### src/rtl/piece_queue.sv
// piece_queue: upcoming-piece buffer between the LFSR random source and the
// game-control FSM. Raw random words are reduced to a piece type, immediate
// repeats get one re-roll, and results are held in a small circular FIFO.
//
// Handshakes:
//   rnd side: a word is consumed on a rising edge where rnd_req && rnd_valid.
//     rnd_req depends only on registered count, so it never combinationally
//     follows pop or rnd_valid. A re-rolled word is still consumed.
//   pop side: pop is honoured on a rising edge only when piece_valid is high;
//     pop on an empty queue is ignored.
module piece_queue #(
  parameter int NUM_TYPES = 5,
  parameter int DEPTH     = 4,
  parameter int RW        = 5
) (
  input  logic                     clk,
  input  logic                     resetn,
  input  logic [RW-1:0]            rnd,
  input  logic                     rnd_valid,
  output logic                     rnd_req,
  input  logic                     pop,
  output logic [2:0]               piece,
  output logic                     piece_valid,
  output logic [2:0]               next_piece,
  output logic                     next_valid,
  output logic [$clog2(DEPTH):0]   count,
  output logic [7:0]               reroll_cnt,
  output logic                     o_dbg_state
);

  localparam int PW = $clog2(DEPTH);
  localparam int CW = PW + 1;

  // Repeat-filter state: NORMAL may reject a repeat, REROLL must accept.
  typedef enum logic {
    ST_NORMAL = 1'b0,
    ST_REROLL = 1'b1
  } state_t;

  state_t          r_state;
  state_t          w_state_nxt;
  logic [2:0]      r_mem [DEPTH];
  logic [PW-1:0]   r_rd_ptr;
  logic [PW-1:0]   r_wr_ptr;
  logic [CW-1:0]   r_count;
  logic [2:0]      r_last_type;
  logic [7:0]      r_reroll_cnt;

  logic            w_accept;
  logic            w_push;
  logic            w_reject;
  logic            w_pop;
  logic [RW-1:0]   w_mod;
  logic [2:0]      w_cand;
  logic [PW-1:0]   w_rd_next;

  assign rnd_req   = (r_count < CW'(DEPTH));
  assign w_accept  = rnd_req && rnd_valid;
  assign w_mod     = rnd % RW'(NUM_TYPES);
  assign w_cand    = w_mod[2:0];
  assign w_pop     = pop && (r_count != '0);
  assign w_rd_next = r_rd_ptr + PW'(1);

  // Repeat filter: decide push/reject for an accepted word and next state.
  always_comb begin
    w_push      = 1'b0;
    w_reject    = 1'b0;
    w_state_nxt = r_state;
    if (w_accept) begin
      case (r_state)
        ST_NORMAL: begin
          if (w_cand == r_last_type) begin
            w_reject    = 1'b1;
            w_state_nxt = ST_REROLL;
          end else begin
            w_push = 1'b1;
          end
        end
        ST_REROLL: begin
          w_push      = 1'b1;
          w_state_nxt = ST_NORMAL;
        end
        default: w_state_nxt = ST_NORMAL;
      endcase
    end
  end

  // Filter state register.
  always_ff @(posedge clk or negedge resetn) begin
    if (!resetn) r_state <= ST_NORMAL;
    else         r_state <= w_state_nxt;
  end

  // FIFO storage, pointers, occupancy, last pushed type and re-roll counter.
  always_ff @(posedge clk or negedge resetn) begin
    if (!resetn) begin
      for (int i = 0; i < DEPTH; i++) r_mem[i] <= 3'd0;
      r_rd_ptr     <= '0;
      r_wr_ptr     <= '0;
      r_count      <= '0;
      r_last_type  <= 3'(NUM_TYPES);
      r_reroll_cnt <= 8'd0;
    end else begin
      if (w_push) begin
        r_mem[r_wr_ptr] <= w_cand;
        r_wr_ptr        <= r_wr_ptr + PW'(1);
        r_last_type     <= w_cand;
      end
      if (w_pop) r_rd_ptr <= w_rd_next;
      if (w_push && !w_pop)      r_count <= r_count + CW'(1);
      else if (!w_push && w_pop) r_count <= r_count - CW'(1);
      if (w_reject) r_reroll_cnt <= r_reroll_cnt + 8'd1;
    end
  end

  assign count       = r_count;
  assign reroll_cnt  = r_reroll_cnt;
  assign piece_valid = (r_count != '0);
  assign next_valid  = (r_count >= CW'(2));
  assign piece       = piece_valid ? r_mem[r_rd_ptr]  : 3'd0;
  assign next_piece  = next_valid  ? r_mem[w_rd_next] : 3'd0;
  assign o_dbg_state = r_state;

endmodule
### config.mk
export PLATFORM = sky130hd
export DESIGN_NAME = piece_queue
export DESIGN_NICKNAME = d
export VERILOG_FILES = /design/src/rtl/piece_queue.sv
export SDC_FILE = /design/constraint.sdc
export NUM_CORES = 1
export LEC_CHECK = 0
export CORE_UTILIZATION = 40
export DETAILED_ROUTE_END_ITERATION = 8
export PLACE_DENSITY = 0.57
export SYNTH_ARGS = -nofsm -noshare
export SYNTH_HDL_FRONTEND = slang
export SYNTH_SLANG_ARGS = --single-unit
export TNS_END_PERCENT = 30
### constraint.sdc
create_clock -name clk -period 6 [get_ports clk]
set_input_delay 0.9 -clock clk [delete_from_list [all_inputs] [get_ports clk]]
set_output_delay 0.9 -clock clk [all_outputs]
set_load 0.02 [all_outputs]
# Yosys cells after proc, flatten, opt, wreduce, memory -nomap -nowiden
# Index checks and enable logic that the tools add are counted.
# totals
out_inout_bits,21
register_bits,31
word_cells,56
in_bits,9
# classes
order_cmp,6
div,1
reduce_logical,9
mux,20
addsub,5
bitwise,4
n_eq_ne,1
# ops
operator,n
$mux 3,9
$bmux 3 s2,2
$bwmux 12,1
$ge 3x3->1 const B,3
$not 2->3,3
$add 8x1->8 const B,1
$demux 3 s2,1
$logic_and 1x1->1,5
$mod 5x3->5 const B,1
$mux 1,5
$add 2x1->2 const B,2
$pmux 1 s2,2
$add 3x1->3 const B,1
$eq 3x3->1,1
$ge 3x2->1 const B,1
$lt 3x1->1 const B,1
$lt 3x3->1 const B,1
$reduce_bool 3->1,1
$sub 3x1->3 const B,1
$logic_not 1->1,2
$reduce_bool 2->1,1
$not 1->1,1

# Longest topological paths before layout
# Gate-level depths: netlist of run 1.
# logic_depth
word_depth,9
ltp_mapped,23
mapped_depth_nobuf,21

# Worst setup path before layout of run 1
# OpenSTA, ideal clock, no wires.
# synth_timing
kind,in2reg
startpoint,input rnd[3]
endpoint,"register r_count[2], in the netlist count[2]"
setup_time_ps,80
stages,23
arrival_ps,4803
required_ps,5920
path_buffers,2
setup_slack_ps,1117
cell_sequence,buf_2 -> inv_1 -> ha_1 -> or3b_1 -> o211ai_2 -> and2_4 -> o21ai_0 -> a22o_1 -> ha_1 -> nor2_1 -> o211ai_1 -> o22a_1 -> nand3_1 -> a21oi_1 -> o32a_1 -> buf_6 -> a21oi_4 -> ha_1 -> inv_1 -> fa_1 -> xor2_1 -> nor2_1 -> xnor2_1
# synth_between
elab_chain_len,8
word_cells_on_any_way,10
classes_between,div: 1; eq/ne: 1; mux: 4; reduce/logical: 4
# synth_rtl
element,line_no,rtl
start: declaration,18,"input logic [RW-1:0] rnd,"
$mod 5x3->5 *,59,assign w_mod = rnd % RW'(NUM_TYPES);
$eq 3x3->1 *,72,if (w_cand == r_last_type) begin
$mux 1 *,72,
$pmux 1 s2 *,70,case (r_state)
$mux 1 *,69,if (w_accept) begin
via w_push,50,logic w_push;
$logic_not 1->1,111,else if (!w_push && w_pop) r_count <= r_count - CW'(1);
$logic_and 1x1->1,111,
$reduce_bool 2->1 (no line),-,
end signal: assignment,110,if (w_push && !w_pop) r_count <= r_count + CW'(1);
end signal: assignment,111,
end: declaration,45,logic [CW-1:0] r_count;
# The timed path passes the listed nets; every way through them passes the cells marked *.
# A chain may end at the register's enable or synchronous reset.

# Worst setup path in the final report of run 1
# layout_timing
startpoint,input rnd[2]
endpoint,"register r_count[2], in the netlist count[2]"
# The elaborated chain is that of the path after synthesis.

==> flow_summary.ini, run 1 <==
[outcome]
run_status = finished, final reports clean

[placement]
gpl.final_weighted_congestion = 0.8584
place.detailed.hpwl_microns = 3493
numPortBuffers = 29

[run]
maxCapViolations = 0

[sta]
finalSetupViolCount = 0
finalHoldWorstSlack_ns = 0.4790
timing_max_transition_violations_final = 0
max_freq_ghz = 0.1896
final_hold_viol_count = 0
worst_clock_skew_ns = 0.007511
worst_slew_margin_rel = 0.4091
worst-slew-pin-transition_ns = 0.8846
clock_period_minus_final_worst_setup_slack_ns = 5.275
setup_repair_after_global_routing_missed_its_margin = no
setup_total_negative_slack_ns = 0
layout_worst_path_cycle_share = 0.8792

[floorplan]
chipWidth_microns = 77.18
placementRows = 27
initial_utilization = 0.4131
core_region_area_sq_um = 5473
floorplan.die.height_microns = 77.18
fp.dieArea_sq_um = 5957
boundaryPins = 30

[power_and_ir_drop]
static_leak_nw = 1.133
pwr_density_cell_nw_per_um2 = 472.2
p_total_mw = 1.284
vdd_ir_drop_max_uv = 253.8

[yosys]
post_synth_xor_area_fraction = 0.06862
synth_fa_ha_area_frac = 0.06419
synth-main-ff-cell = dfrtp_1
post_synth_instance_area_sq_um = 2261
synth.ff_latch_count = 31
synth-async-reset-ratio = 1.000
synth_top_area_cell = dfrtp_1
postSynthAreaPerCell_sq_um = 10.18
synth.yosys.warnings = 0
synth.net_count = 242
synth.top_cell.area_share = 0.3210
synth_top_family_by_area = simple AND/OR/NAND/NOR gates
synth-edff-count = 0
multiplexer_share_of_the_synthesized_area = 0.1190
yosys-top-cells-area = dfrtp_1, mux4_2, ha_1, xnor2_1, mux2_1
synth_cells = 222
synth_cell_type_count = 61
seq_area_frac_synth = 0.3442
synth-compound-area-share = 0.1638
synth_simple_gate_area_frac = 0.1859

[worst_setup_path]
timing.critical_path.required_ns = 6.21
rr_worst_depth = 9
timing.critical_path.fanout_max = 10
setup.worst_path.end_class = flip-flop
crit_type = primary input to flip-flop
worstPathArrival_ns = 5.49
worst_setup_path_start_kind = primary input

[clocking]
worst_setup_hold_path_clk_slew_ns = 0.06
htree_num_levels = 2
clock_tree_from_tritoncts = done
post_cts.resized_instances = 0
sinks_on_clock_net = 31
max-clock-path-buffers = 2
cts_buffers = 5
post-cts-setup-buffers = 0
holdBufCountCts = 0
insertion_delay_ns = 0.29
cts_root_buf = clkbuf_8

[global_route]
largest_net_degree_at_the_start_of_global_routing = 32
first_global_vias = 1663
grt_antenna_before_repair = 0
globalRoute.totalOverflow = 0
global_route_wire_length_before_repair_microns = 8135
grt.total_usage = 0.1750

[layout]
final_core_utilization = 0.4970
num_antenna_cells = 0
area_growth_syn_to_layout_pct = 20.31
layout.cells.most_common_list = dfrtp_1, clkdlybuf4s50_1, nand2_1
final_layout_size_suffix_gt1_frac = 0.1569
nets = 274

[min_path]
hold_class = flip-flop to flip-flop
min_path_cells = 1

[detailed_routing]
drt_first_pass_iters = 4
drc = 0
wl_microns = 4628
drt_iter0_drcs = 186
num_vias = 1764
detail_route.wl_per_cell_microns = 14.15
antenna_violating_nets_post_route = 0
via_per_inst = 5.394
==> layout make-up <==
cell class              count  area (sq um)
well taps                  72         90.09
flip-flops and latches     31         778.2
inverters                  13         48.80
repair buffers             36         342.8
multi-input cells         167          1360
fillers                   529          2753
clock buffers               8         100.1
==> power by group <==
part	switching (mW)	internal (mW)	leakage (nW)
logic	0.334	0.371	0.701
registers	0.0996	0.301	0.380
clock network	0.0747	0.105	0.0515
total	0.508	0.776	1.13
==> critical path, stage by stage <==
cell and delay, ns:
clkdlybuf4s50_1 0.48, buf_4 0.17, inv_1 0.07, ha_1 0.37, nor2b_1 0.06, o21ai_0 0.29, and2_4 0.22, o21ai_0 0.08
a22o_1 0.27, ha_1 0.18, nor2_1 0.12, o211ai_1 0.12, o22a_1 0.27, a32oi_1 0.32, a21boi_0 0.14, o32a_1 0.24
a21oi_4 0.17, ha_1 0.20, inv_1 0.06, fa_1 0.37, xor2_1 0.17, nor2_1 0.11, xnor2_1 0.12
==> metal layers <==
layer  vias to the layer above  global-route usage  part of all wire
li1                        859                   -                 -
met1                       856              0.2470              0.49
met2                        43              0.2575              0.45
met3                         6             0.05000             0.057
met4                         0             0.05283            0.0099
met5                         -                   0                 0
==> flip-flops by register name, summed over array words and instances, names as in the netlist <==
name	flops
r_mem	12
r_rd_ptr	2
count	3
r_wr_ptr	2
r_last_type	3
reroll_cnt	8
o_dbg_state	1
==> stage by stage <==
| stage | std cells | area (sq um) | setup slack [ns] |
|---|---|---|---|
| after CTS | 327 | 2720 | 0.7862 |
| after detailed placement | 319 | 2620 | 0.5056 |
| final | 327 | 2720 | 0.7247 |
| after global routing | 327 | 2720 | 0.4012 |
| after floorplan | 222 | 2261 | 1.117 |
| after global placement | 319 | 2620 | 0.5404 |
==> final timing paths <==
path	start	slack [ns]	endpoint
max in group asynchronous	resetn	4.67	r_last_type[2]
min in group asynchronous	resetn	1.00	count[0]
min reg2reg	reroll_cnt[7]	0.48	reroll_cnt[7]
max reg2reg	r_last_type[0]	3.60	count[2]
max	rnd[2]	0.72	count[2]
min	reroll_cnt[7]	0.48	reroll_cnt[7]
==> cells in the mapped netlist, types with 4 or more instances <==
master,instances
a21oi_1,7
a21oi_2,5
a31oi_1,5
and2_1,6
clkbuf_1,4
dfrtp_1,29
ha_1,10
inv_1,13
mux2_1,7
mux2_2,4
mux4_2,6
nand2_1,20
nand2b_1,4
nand3_1,5
nand4_1,5
nor2_1,11
nor2b_1,9
xnor2_1,13
==> cell families (layout without fill, tap and decap cells) <==
kind of cell / count (synthesis) / count (layout)
AND/OR/NAND/NOR: 76 / 76
AO/OA/AOI/OAI: 46 / 46
flip-flops: 31 / 31
buffers and inverters: 24 / 57
multiplexers: 18 / 18
XOR/XNOR: 16 / 16
adder cells (fa/ha/maj): 11 / 11
(Power assumes the default switching activity.)
==> run 2, diff against run 1 <==
--- a/config.mk
+++ b/config.mk
@@ -5,6 +5,7 @@
 export SDC_FILE = /design/constraint.sdc
 export NUM_CORES = 1
 export LEC_CHECK = 0
+export ABC_CLOCK_PERIOD_IN_PS = 6700
 export CORE_UTILIZATION = 40
 export DETAILED_ROUTE_END_ITERATION = 8
 export PLACE_DENSITY = 0.57
==> constraint.sdc (replaced) <==
create_clock -name clk -period 6.7 [get_ports clk]
set_input_delay 1.005 -clock clk [delete_from_list [all_inputs] [get_ports clk]]
set_output_delay 1.005 -clock clk [all_outputs]
set_load 0.02 [all_outputs]
==> flow_summary.ini, run 2 (synthesis results as in run 1) <==
[outcome]
run_status = finished, final reports clean

[floorplan]
boundaryPins = 30
initial_utilization = 0.4131
fp.dieArea_sq_um = 5957
placementRows = 27
core_region_area_sq_um = 5473
floorplan.die.height_microns = 77.18
chipWidth_microns = 77.18

[worst_setup_path]
crit_type = primary input to flip-flop
ordered_cell_list_for_the_critical_path = clkdlybuf4s50_1, inv_1, ha_1, nor2b_1, o21ai_0, and2_4, o21ai_0, a22o_1, ha_1, nor2_1, o211ai_1, o22a_1, nand3_1, a21oi_2, xnor3_2, a21oi_4, ha_1, inv_1, fa_1, xor2_1, nor2_1, xnor2_1
critPathMaxStageDelay_ns = 0.68
timing.critical_path.required_ns = 6.90
setup.worst_path.end_class = flip-flop
cpMaxStageDelayCell = clkdlybuf4s50_1
timing.critical_path.fanout_max = 12
critPathMostFrequentCell = ha_1
worst_setup_path_start_kind = primary input
worstPathArrival_ns = 5.83

[sta]
worst_clock_skew_ns = 0.003278
setup_total_negative_slack_ns = 0
layout_worst_path_cycle_share = 0.8396
worst_slew_margin_rel = 0.4163
final_hold_viol_count = 0
setup_repair_after_global_routing_missed_its_margin = no
finalSetupViolCount = 0
worst-slew-pin-transition_ns = 0.8737
max_freq_ghz = 0.1778
clock_period_minus_final_worst_setup_slack_ns = 5.625
timing_max_transition_violations_final = 0

[clocking]
worst_setup_hold_path_clk_slew_ns = 0.06
post_cts.resized_instances = 0
cts_buffers = 5
insertion_delay_ns = 0.28
post-cts-setup-buffers = 0
cts_root_buf = clkbuf_8
holdBufCountCts = 0
max-clock-path-buffers = 2
htree_num_levels = 2
clock_tree_from_tritoncts = done
sinks_on_clock_net = 31

[placement]
numPortBuffers = 29
placed_cells = 314
place.detailed.hpwl_microns = 3384
gpl.final_weighted_congestion = 0.8419

[layout]
layout.cells.most_common_list = dfrtp_1, clkdlybuf4s50_1, nand2_1
nets = 269
layoutNonFillerInstCount = 322
largest_register_ff_count = 12
area_growth_syn_to_layout_pct = 18.65
largest-register = r_mem
fillers = 529
num_antenna_cells = 0
final_layout_size_suffix_gt1_frac = 0.1400
final_core_utilization = 0.4902

[min_path]
hold_class = flip-flop to flip-flop

[global_route]
largest_net_degree_at_the_start_of_global_routing = 32
first_global_vias = 1645
grt.total_usage = 0.1667
global_route_wire_length_before_repair_microns = 7803
grt_antenna_before_repair = 0
globalRoute.totalOverflow = 0

[detailed_routing]
via_per_inst = 5.307
wl_microns = 4420
drc = 0
drt_iter0_drcs = 197
drt_first_pass_iters = 4
antenna_violating_nets_post_route = 0
detail_route.wl_per_cell_microns = 13.73
num_vias = 1709

[power_and_ir_drop]
pwr_density_cell_nw_per_um2 = 423.7
static_leak_nw = 1.109
vdd_ir_drop_max_uv = 253.6
p_total_mw = 1.137

[run]
maxCapViolations = 0
[run 2: changes by cell type in the layout (fill, tap and decap cells not counted), sizes merged]
cell,delta
buf,-5
[run 2: layout make-up]
cell class              instances  area, sq um  area share
flip-flops and latches         31        778.2      0.2901
clock buffers                   8        100.1     0.03731
well taps                      72        90.09     0.03358
repair buffers                 31        305.3      0.1138
multi-input cells             167         1360      0.5070
inverters                      13        48.80     0.01819
[run 2: metrics by stage]
stage	hold slack, ns	setup slack (ns)	instance area (sq um)
floorplan	0.4566	1.712	2261
finish	0.4786	1.075	2683
global route	0.5065	0.6857	2683
detailed placement	0.4692	0.8248	2582
CTS	0.4823	1.107	2683
global placement	0.4646	0.8995	2582
[run 2: metal layers]
layer / vias up / part of all wire / wire length (microns) / track usage
li1: 851 / - / - / -
met1: 817 / 0.52 / 2281 / 0.2417
met2: 35 / 0.43 / 1919 / 0.2407
met3: 6 / 0.037 / 163 / 0.03810
met4: 0 / 0.013 / 56 / 0.05849
met5: - / 0 / 0 / 0
[run 2: final timing paths]
path,to,depth (start not counted),slack [ns],from
max in group asynchronous,r_last_type[0],2,5.26,resetn
hold / removal,reroll_cnt[7],1,0.48,reroll_cnt[7]
hold reg to reg,reroll_cnt[7],1,0.48,reroll_cnt[7]
setup reg to reg,count[2],8,4.18,r_last_type[2]
setup / recovery,count[2],22,1.07,rnd[3]
min in group asynchronous,r_rd_ptr[1],2,1.12,resetn
[run 2: report_power, final]
group / internal (mW) / total (mW) / switching, mW
combinational: 0.324 / 0.616 / 0.291
clock: 0.0937 / 0.161 / 0.0676
sequential: 0.270 / 0.360 / 0.0898
[run 2: critical path: cells and delay by family]
family	cells	cell delay, ns
xor gates and xnor gates	3	0.68
adders and majority gates	4	1.14
and+or+nand+nor	5	0.68
AOI/OAI and AO/OA	7	1.45
buffers and inverters	3	0.88
==> run 3, diff against run 2 <==
--- a/config.mk
+++ b/config.mk
@@ -5,7 +5,7 @@
 export SDC_FILE = /design/constraint.sdc
 export NUM_CORES = 1
 export LEC_CHECK = 0
-export ABC_CLOCK_PERIOD_IN_PS = 6700
+export ABC_CLOCK_PERIOD_IN_PS = 5800
 export CORE_UTILIZATION = 40
 export DETAILED_ROUTE_END_ITERATION = 8
 export PLACE_DENSITY = 0.57
==> constraint.sdc (replaced) <==
create_clock -name clk -period 5.8 [get_ports clk]
set_input_delay 0.87 -clock clk [delete_from_list [all_inputs] [get_ports clk]]
set_output_delay 0.87 -clock clk [all_outputs]
set_load 0.02 [all_outputs]
==> flow_summary.ini, run 3 (synthesis results as in run 1) <==
[outcome]
run_status = finished, final reports clean

[global_route]
globalRoute.totalOverflow = 0
global_route_wire_length_before_repair_microns = 8073
grt.total_usage = 0.1718
first_global_vias = 1703
largest_net_degree_at_the_start_of_global_routing = 32
grt_antenna_before_repair = 0

[worst_setup_path]
r2r_setup_slack_ns = 3.39
timing.critical_path.required_ns = 6.01
worstPathArrival_ns = 5.36
setup.worst_path.end_class = flip-flop
r2r_end = count[2]
worst_setup_path_start_kind = primary input
rr_worst_depth = 9
crit_type = primary input to flip-flop
worst_setup_path_startpoint = rnd[2]
timing.critical_path.fanout_max = 5
worstReg2RegStart = r_last_type[0]

[floorplan]
floorplan.die.height_microns = 77.18
boundaryPins = 30
core_region_area_sq_um = 5473
placementRows = 27
initial_utilization = 0.4131
chipWidth_microns = 77.18
fp.dieArea_sq_um = 5957

[min_path]
min_path_cells = 1
hold_class = flip-flop to flip-flop
min_delay_worst_endpoint = reroll_cnt[7]
hold_path_startpoint = reroll_cnt[7]

[detailed_routing]
drt_iter0_drcs = 46
antenna_violating_nets_post_route = 0
detail_route.wl_per_cell_microns = 13.94
num_vias = 1730
wl_microns = 4545
drc = 0
via_per_inst = 5.307
drt_first_pass_iters = 4

[layout]
finalInstanceArea_sq_um = 2730
final_layout_size_suffix_gt1_frac = 0.1575
largest_register_ff_count = 12
area_growth_syn_to_layout_pct = 20.75
layout.cells.most_common_list = dfrtp_1, clkdlybuf4s50_1, nand2_1
largest-register = r_mem
final_core_utilization = 0.4989
nets = 273
num_antenna_cells = 0
layoutNonFillerInstCount = 326

[placement]
gpl.final_weighted_congestion = 0.8840
placement.cell_area_sq_um = 2613
numPortBuffers = 29
placed_cells = 318
pre_cts_ws_ns = 0.3959
place.detailed.hpwl_microns = 3491

[clocking]
post-cts-setup-buffers = 0
clock_tree_from_tritoncts = done
insertion_delay_ns = 0.28
htree_num_levels = 2
cts_buffers = 5
post_cts.resized_instances = 0
holdBufCountCts = 0
sinks_on_clock_net = 31
max-clock-path-buffers = 2
cts_root_buf = clkbuf_8
worst_setup_hold_path_clk_slew_ns = 0.06

[power_and_ir_drop]
static_leak_nw = 1.138
vdd_ir_drop_max_uv = 318.0
p_total_mw = 1.361
pwr_density_cell_nw_per_um2 = 498.4

[sta]
clock_period_minus_final_worst_setup_slack_ns = 5.154
worst-slew-pin-transition_ns = 0.8273
final_hold_viol_count = 0
finalSetupViolCount = 0
worst_clock_skew_ns = 0.007415
timing_max_transition_violations_final = 0
finalHoldWorstSlack_ns = 0.4779
layout_worst_path_cycle_share = 0.8887
worst_slew_margin_rel = 0.4473
setup_repair_after_global_routing_missed_its_margin = no
setup_total_negative_slack_ns = 0
max_freq_ghz = 0.1940
final_critical_path_setup_slack_ns = 0.6456

[run]
maxCapViolations = 0
run 3: cell count changes in the layout (fill, tap and decap cells not counted):
cell / previous run / this run
buf_4: 2 / 6
bufinv_16: 0 / 1
clkbuf_1: 1 / 0
clkbuf_8: 7 / 6
clkinv_2: 0 / 1
run 3: cell type report:
class | count | area (sq um)
Fill cell | 541 | 2743
Multi-Input combinational cell | 167 | 1360
Sequential cell | 31 | 778.2
Timing Repair Buffer | 35 | 335.3
Tap cell | 72 | 90.09
Clock buffer | 6 | 82.58
Inverter | 13 | 48.80
Clock inverter | 2 | 35.03
run 3: how the worst max path moves through the flow:
stage	to	depth (start not counted)	slack (ns)
final	count[2]	22	0.65
after global routing	count[2]	22	0.22
after CTS	count[2]	22	0.67
after detailed placement	count[2]	22	0.40
after global placement	count[2]	22	0.43
after floorplan	count[2]	23	0.95
run 3: critical path, cell delays in order:
cell and delay (ns):
clkdlybuf4s50_1 0.52, inv_1 0.07, ha_1 0.35, nor2b_1 0.06
o21ai_0 0.34, and2_4 0.23, o21ai_0 0.08, a22o_1 0.27
ha_1 0.18, nor2_1 0.10, o211ai_1 0.11, o22a_1 0.27
nand3_1 0.19, a21oi_1 0.10, o32a_1 0.40, a21oi_4 0.18
ha_1 0.20, inv_1 0.06, fa_1 0.37, xor2_1 0.17
nor2_1 0.11, xnor2_1 0.12
run 3: layer usage:
metal,share of wire,track usage,up-vias
met3,0.031,0.03333,7
li1,-,-,858
met4,0.013,0.05472,0
met1,0.47,0.2304,835
met5,0,0,-
met2,0.48,0.2779,30
run 3: report_power, final:
part / switching, mW / internal [mW]
Clock: 0.0808 / 0.139
Sequential: 0.105 / 0.312
Combinational: 0.343 / 0.382
